File: config.mk
export PLATFORM = sky130hd
export DESIGN_NAME = branch_history_controller
export DESIGN_NICKNAME = d
export VERILOG_FILES = /design/src/rtl/branch_history_controller.sv
export SDC_FILE = /design/constraint.sdc
export NUM_CORES = 1
export LEC_CHECK = 0
export ABC_AREA = 1
export BUFFER_PORTS_ARGS = -buffer_cell sky130_fd_sc_hd__buf_2
export CELL_PAD_IN_SITES_DETAIL_PLACEMENT = 1
export CELL_PAD_IN_SITES_GLOBAL_PLACEMENT = 2
export CORE_ASPECT_RATIO = 0.6
export CORE_UTILIZATION = 31
export DETAILED_ROUTE_END_ITERATION = 12
export GPL_TIMING_DRIVEN = 0
export HOLD_SLACK_MARGIN = 0.08
export PLACE_DENSITY = 0.75
export SETUP_SLACK_MARGIN = 0.3
export SYNTH_ARGS = -nofsm -noshare
export SYNTH_HDL_FRONTEND = slang
export SYNTH_SLANG_ARGS = --single-unit
File: constraint.sdc
create_clock -name CLK -period 4.91 [get_ports CLK]
set_input_delay 0.491 -clock CLK [delete_from_list [all_inputs] [get_ports CLK]]
set_output_delay 0.491 -clock CLK [all_outputs]
set_load 0.1 [all_outputs]
File: src/rtl/branch_history_controller.sv
// In-flight conditional branch tracker for the global predictor:
// owns the speculative GHR, queues snapshots, sequences PHT updates.
module branch_history_controller #(
    parameter int GHR_W = 12,
    parameter int DEPTH = 4
) (
    input  logic                       CLK,
    input  logic                       RESET,
    input  logic                       pred_valid,
    input  logic [31:0]                pred_pc,
    input  logic                       pred_taken,
    output logic                       pred_ready,
    output logic [GHR_W-1:0]           ghr,
    input  logic                       res_valid,
    input  logic [31:0]                res_pc,
    input  logic                       res_taken,
    output logic                       res_ready,
    output logic                       pht_upd_valid,
    output logic [GHR_W-1:0]           pht_upd_idx,
    output logic                       pht_upd_taken,
    input  logic                       pht_upd_ready,
    output logic                       mispredict,
    output logic [$clog2(DEPTH+1)-1:0] occupancy,
    output logic                       err_order
);

    localparam int PW = $clog2(DEPTH);
    localparam int OW = $clog2(DEPTH + 1);

    typedef enum logic {
        NORMAL,
        RECOVER
    } state_t;

    state_t r_state;
    state_t w_state_nx;

    logic [31:0]      r_pc   [DEPTH];
    logic [GHR_W-1:0] r_snap [DEPTH];
    logic [DEPTH-1:0] r_pred;

    logic [PW-1:0]    r_head;
    logic [PW-1:0]    r_tail;
    logic [OW-1:0]    r_occ;
    logic [GHR_W-1:0] r_ghr;
    logic             r_upd_valid;
    logic [GHR_W-1:0] r_upd_idx;
    logic             r_upd_taken;
    logic             r_err;

    logic w_push;
    logic w_res;
    logic w_empty;
    logic w_pop;
    logic w_mis;
    logic w_wr;

    assign pred_ready = (r_occ < OW'(DEPTH)) && (r_state == NORMAL);
    assign res_ready  = !r_upd_valid || pht_upd_ready;

    assign w_push  = pred_valid && pred_ready;
    assign w_res   = res_valid && res_ready;
    assign w_empty = (r_occ == '0);
    assign w_pop   = w_res && !w_empty;
    assign w_mis   = w_pop && (res_taken != r_pred[r_head]);
    // A push racing a misprediction is on the wrong path.
    assign w_wr    = w_push && !w_mis;

    always_comb begin
        w_state_nx = r_state;
        unique case (r_state)
            NORMAL:  if (w_mis) w_state_nx = RECOVER;
            RECOVER: w_state_nx = NORMAL;
        endcase
    end

    always_ff @(posedge CLK or posedge RESET) begin
        if (RESET) begin
            r_state     <= NORMAL;
            r_head      <= '0;
            r_tail      <= '0;
            r_occ       <= '0;
            r_ghr       <= '0;
            r_upd_valid <= 1'b0;
            r_upd_idx   <= '0;
            r_upd_taken <= 1'b0;
            r_err       <= 1'b0;
        end else begin
            r_state <= w_state_nx;
            if (w_mis) begin
                r_occ  <= '0;
                r_head <= r_head + 1'b1;
                r_tail <= r_head + 1'b1;
                r_ghr  <= {r_snap[r_head][GHR_W-2:0], res_taken};
            end else begin
                if (w_wr) begin
                    r_tail <= r_tail + 1'b1;
                    r_ghr  <= {r_ghr[GHR_W-2:0], pred_taken};
                end
                if (w_pop) r_head <= r_head + 1'b1;
                r_occ <= r_occ + OW'(w_wr) - OW'(w_pop);
            end
            if (w_pop) begin
                r_upd_valid <= 1'b1;
                r_upd_idx   <= r_snap[r_head];
                r_upd_taken <= res_taken;
            end else if (pht_upd_ready) begin
                r_upd_valid <= 1'b0;
            end
            if (w_res && (w_empty || (res_pc != r_pc[r_head]))) r_err <= 1'b1;
        end
    end

    always_ff @(posedge CLK) begin
        if (w_wr) begin
            r_pc[r_tail]   <= pred_pc;
            r_snap[r_tail] <= r_ghr;
            r_pred[r_tail] <= pred_taken;
        end
    end

    assign ghr           = r_ghr;
    assign occupancy     = r_occ;
    assign pht_upd_valid = r_upd_valid;
    assign pht_upd_idx   = r_upd_idx;
    assign pht_upd_taken = r_upd_taken;
    assign mispredict    = (r_state == RECOVER);
    assign err_order     = r_err;

endmodule

==> results.toml <==
[run_status]
status = "completed"

[clocking]
cts_buffer_depth = 3
numCtsBuffers = 23
clock_latency_ps = 520
clk_pin_slew_ps = 60
cts-hold-fix-buffers = 0
htreeDepth = 1
post_cts_resized = 0
post_cts_buffers = 0
root_buffer = "clkbuf_16"
clkSinkCount = 215
cts_tree = "built"

[global_route]
overflow = 0
track_usage_pct = 17.70
grt_pass1_wl_um = 39930
antenna_found_initial = 4
grt_pass1_vias = 6659
grt_max_degree = 36

[placement]
dpl_worst_slack_ps = 1777
io_buffers = 103
dp_hpwl_um = 18190
numPlacedInstances = 1329
finalWeightedCongestion = 0.7621
place_area_um2 = 10220

[timing]
drv_slew = 0
fmax_mhz = 320.1
period_share_pct = 63.62
setup_viol = 0
fin_hold_ws_ps = 123.0
tns_ps = 0
worst_pin_slew_ps = 963.2
rsz0062_at_grt = "false"
final.setup_skew_ps = 11.14
relSlewSlack_pct = 35.64
postLayoutSetupSlackWorst_ps = 1786
hold_viol = 0
fin_crit_ps = 3124

[route]
remaining_drc_errors = 0
vias = 6418
wl_met1_um = 13540
dr.pass1.iters = 4
wl_met3_um = 1227
wl_per_cell_um = 19.02
dr_wl_met2_um = 10890
top_layer = "met5"
postRouteAntennaNets = 0
routed_wl_um = 26090
drt-initial-drc-count = 306
viasPerCell = 4.678

[logic_synthesis]
ys_seq_area_share_pct = 68.80
yosysUniqueCellTypes = 29
syn_area_per_cell_um2 = 10.78
synthesis.nets = 925
synth_top_area_share_pct = 59.20
synth_area_leaders = "edfxtp_1, nand2_1, dfrtp_1"
synthesis.area_um2 = 9130
synth-seq-cells = 215
post-synth-top-area-cell = "edfxtp_1"
syn_inst = 847
synth_warnings = 0

[worst_setup_path]
startpoint_type = "flip-flop"
endpoint_kind = "flip-flop"
critPathMaxFanout = 10
path_common_cell = "inv_1"
arrival_ps = 3580
cp_cell_sequence = "or2_2, nor2_1, nor2_1, buf_2, buf_1, ha_1, inv_1, ha_1, inv_1, fa_1, or2_1, inv_1"
path_class = "flip-flop to flip-flop"
critPathSlowestCell = "dfrtp_1"
critPathRequiredTime_ps = 5360
cpPeakStageDelay_ps = 440
crit_buf_inv = 5
cp_top_family = "simple AND/OR/NAND/NOR gates"

[final_layout]
finalCoreUtilization_pct = 37.96
seq_area_um2 = 6281
final_net_count = 1057
nFillCells = 3246
drive_above_1_share_pct = 17.79
multi_input_area_um2 = 2331
instances_no_fill = 1372
syn_to_final_growth_pct = 19.84
final_area_um2 = 10940

[floorplan]
rows = 48
die_h_um = 134.9
io-pin-count = 104
core_um2 = 28830
die_w_um = 223.6
start_util_pct = 31.67
die_area_um2 = 30160

[pwr]
leakage_nw = 4.600
powerDensity_nw_per_um2 = 687.7
peakVddDrop_uv = 412.0
total_power_mw = 7.524

[flow_run]
cap_viol_max_count = 0

[min_path]
hold_path_class = "primary input to asynchronous set/reset pin"
-- registers in the layout, summed over array words and instances (netlist names) --
name	count
r_head	2
mispredict	1
pht_upd_idx	12
r_pred	4
pht_upd_taken	1
ghr	12
r_pc	128
pht_upd_valid	1
occupancy	3
r_tail	2
err_order	1
r_snap	48
-- report_power, final --
group          internal (mW)  total, mW  switching (mW)
clock network          0.951       1.66           0.712
logic                  0.763       3.28            2.51
registers               2.40       2.58           0.181
total                   4.12       7.52            3.41
-- placed cells by master, fill, tap and decap left out, types with 7 or more instances in the layout --
cell,instances
buf_2,118
buf_4,7
clkbuf_1,12
clkbuf_16,23
dfrtp_1,35
edfxtp_1,180
inv_1,88
nand2_1,238
nand3_1,58
nand3b_1,7
nor2_1,92
o21ai_0,48
o221ai_1,12
o22ai_1,11
xor2_1,7
-- routing by layer --
| layer | GRT usage [%] | vias up |
|---|---|---|
| li1 | - | 3091 |
| met1 | 27.05 | 3165 |
| met4 | 3.615 | 4 |
| met5 | 0 | - |
| met2 | 26.01 | 125 |
| met3 | 3.264 | 33 |
-- logic make-up after synthesis --
kind of cell / after synthesis / share of synthesized area [%]
and+or+nand+nor: 409 / 18.21
DFF: 215 / 68.80
buffers and inverters: 128 / 6.002
AOI/OAI and AO/OA: 78 / 4.988
xor gates and xnor gates: 10 / 0.9594
adders and majority gates: 7 / 1.042
-- area by class of cell --
class,instances,share of cell area [%]
repair buffers,107,5.443
clock buffers,28,5.706
well taps,375,4.288
multi-input cells,504,21.30
clock inverters,13,0.8005
inverters,92,3.156
diodes,2,0.04574
plain buffers,36,1.852
flip-flops and latches,215,57.40
-- synthesized netlist by cell type, drive strengths merged --
cell    number
a31oi        1
nor2        96
or2          3
nand4        4
a21oi        1
dfrtp       35
nand3       59
fa           1
o21ai       51
xor2         7
buf         26
nand2      240
clkbuf      10
ha           6
o221ai      12
nand3b       7
inv         92
edfxtp     180
o22ai       11
xnor2        3
o211ai       2
-- final timing paths --
kind | start | endpoint | slack [ps] | cells after the start
max | occupancy[1]$_DFF_PP0_ | occupancy[1]$_DFF_PP0_ | 1790 | 12
min | RESET | pht_upd_idx[0]$_DFFE_PP0P_ | 120 | 2
max reg2reg | occupancy[1]$_DFF_PP0_ | occupancy[1]$_DFF_PP0_ | 1790 | 12
min reg2reg | mispredict$_DFF_PP0_ | mispredict$_DFF_PP0_ | 460 | 1
max in group asynchronous | RESET | pht_upd_idx[3]$_DFFE_PP0P_ | 4250 | 2
min in group CLK | pred_pc[23] | r_pc[1][23]$_DFFE_PP_ | 190 | 1
Note: power is estimated with default switching activity, not from simulation.
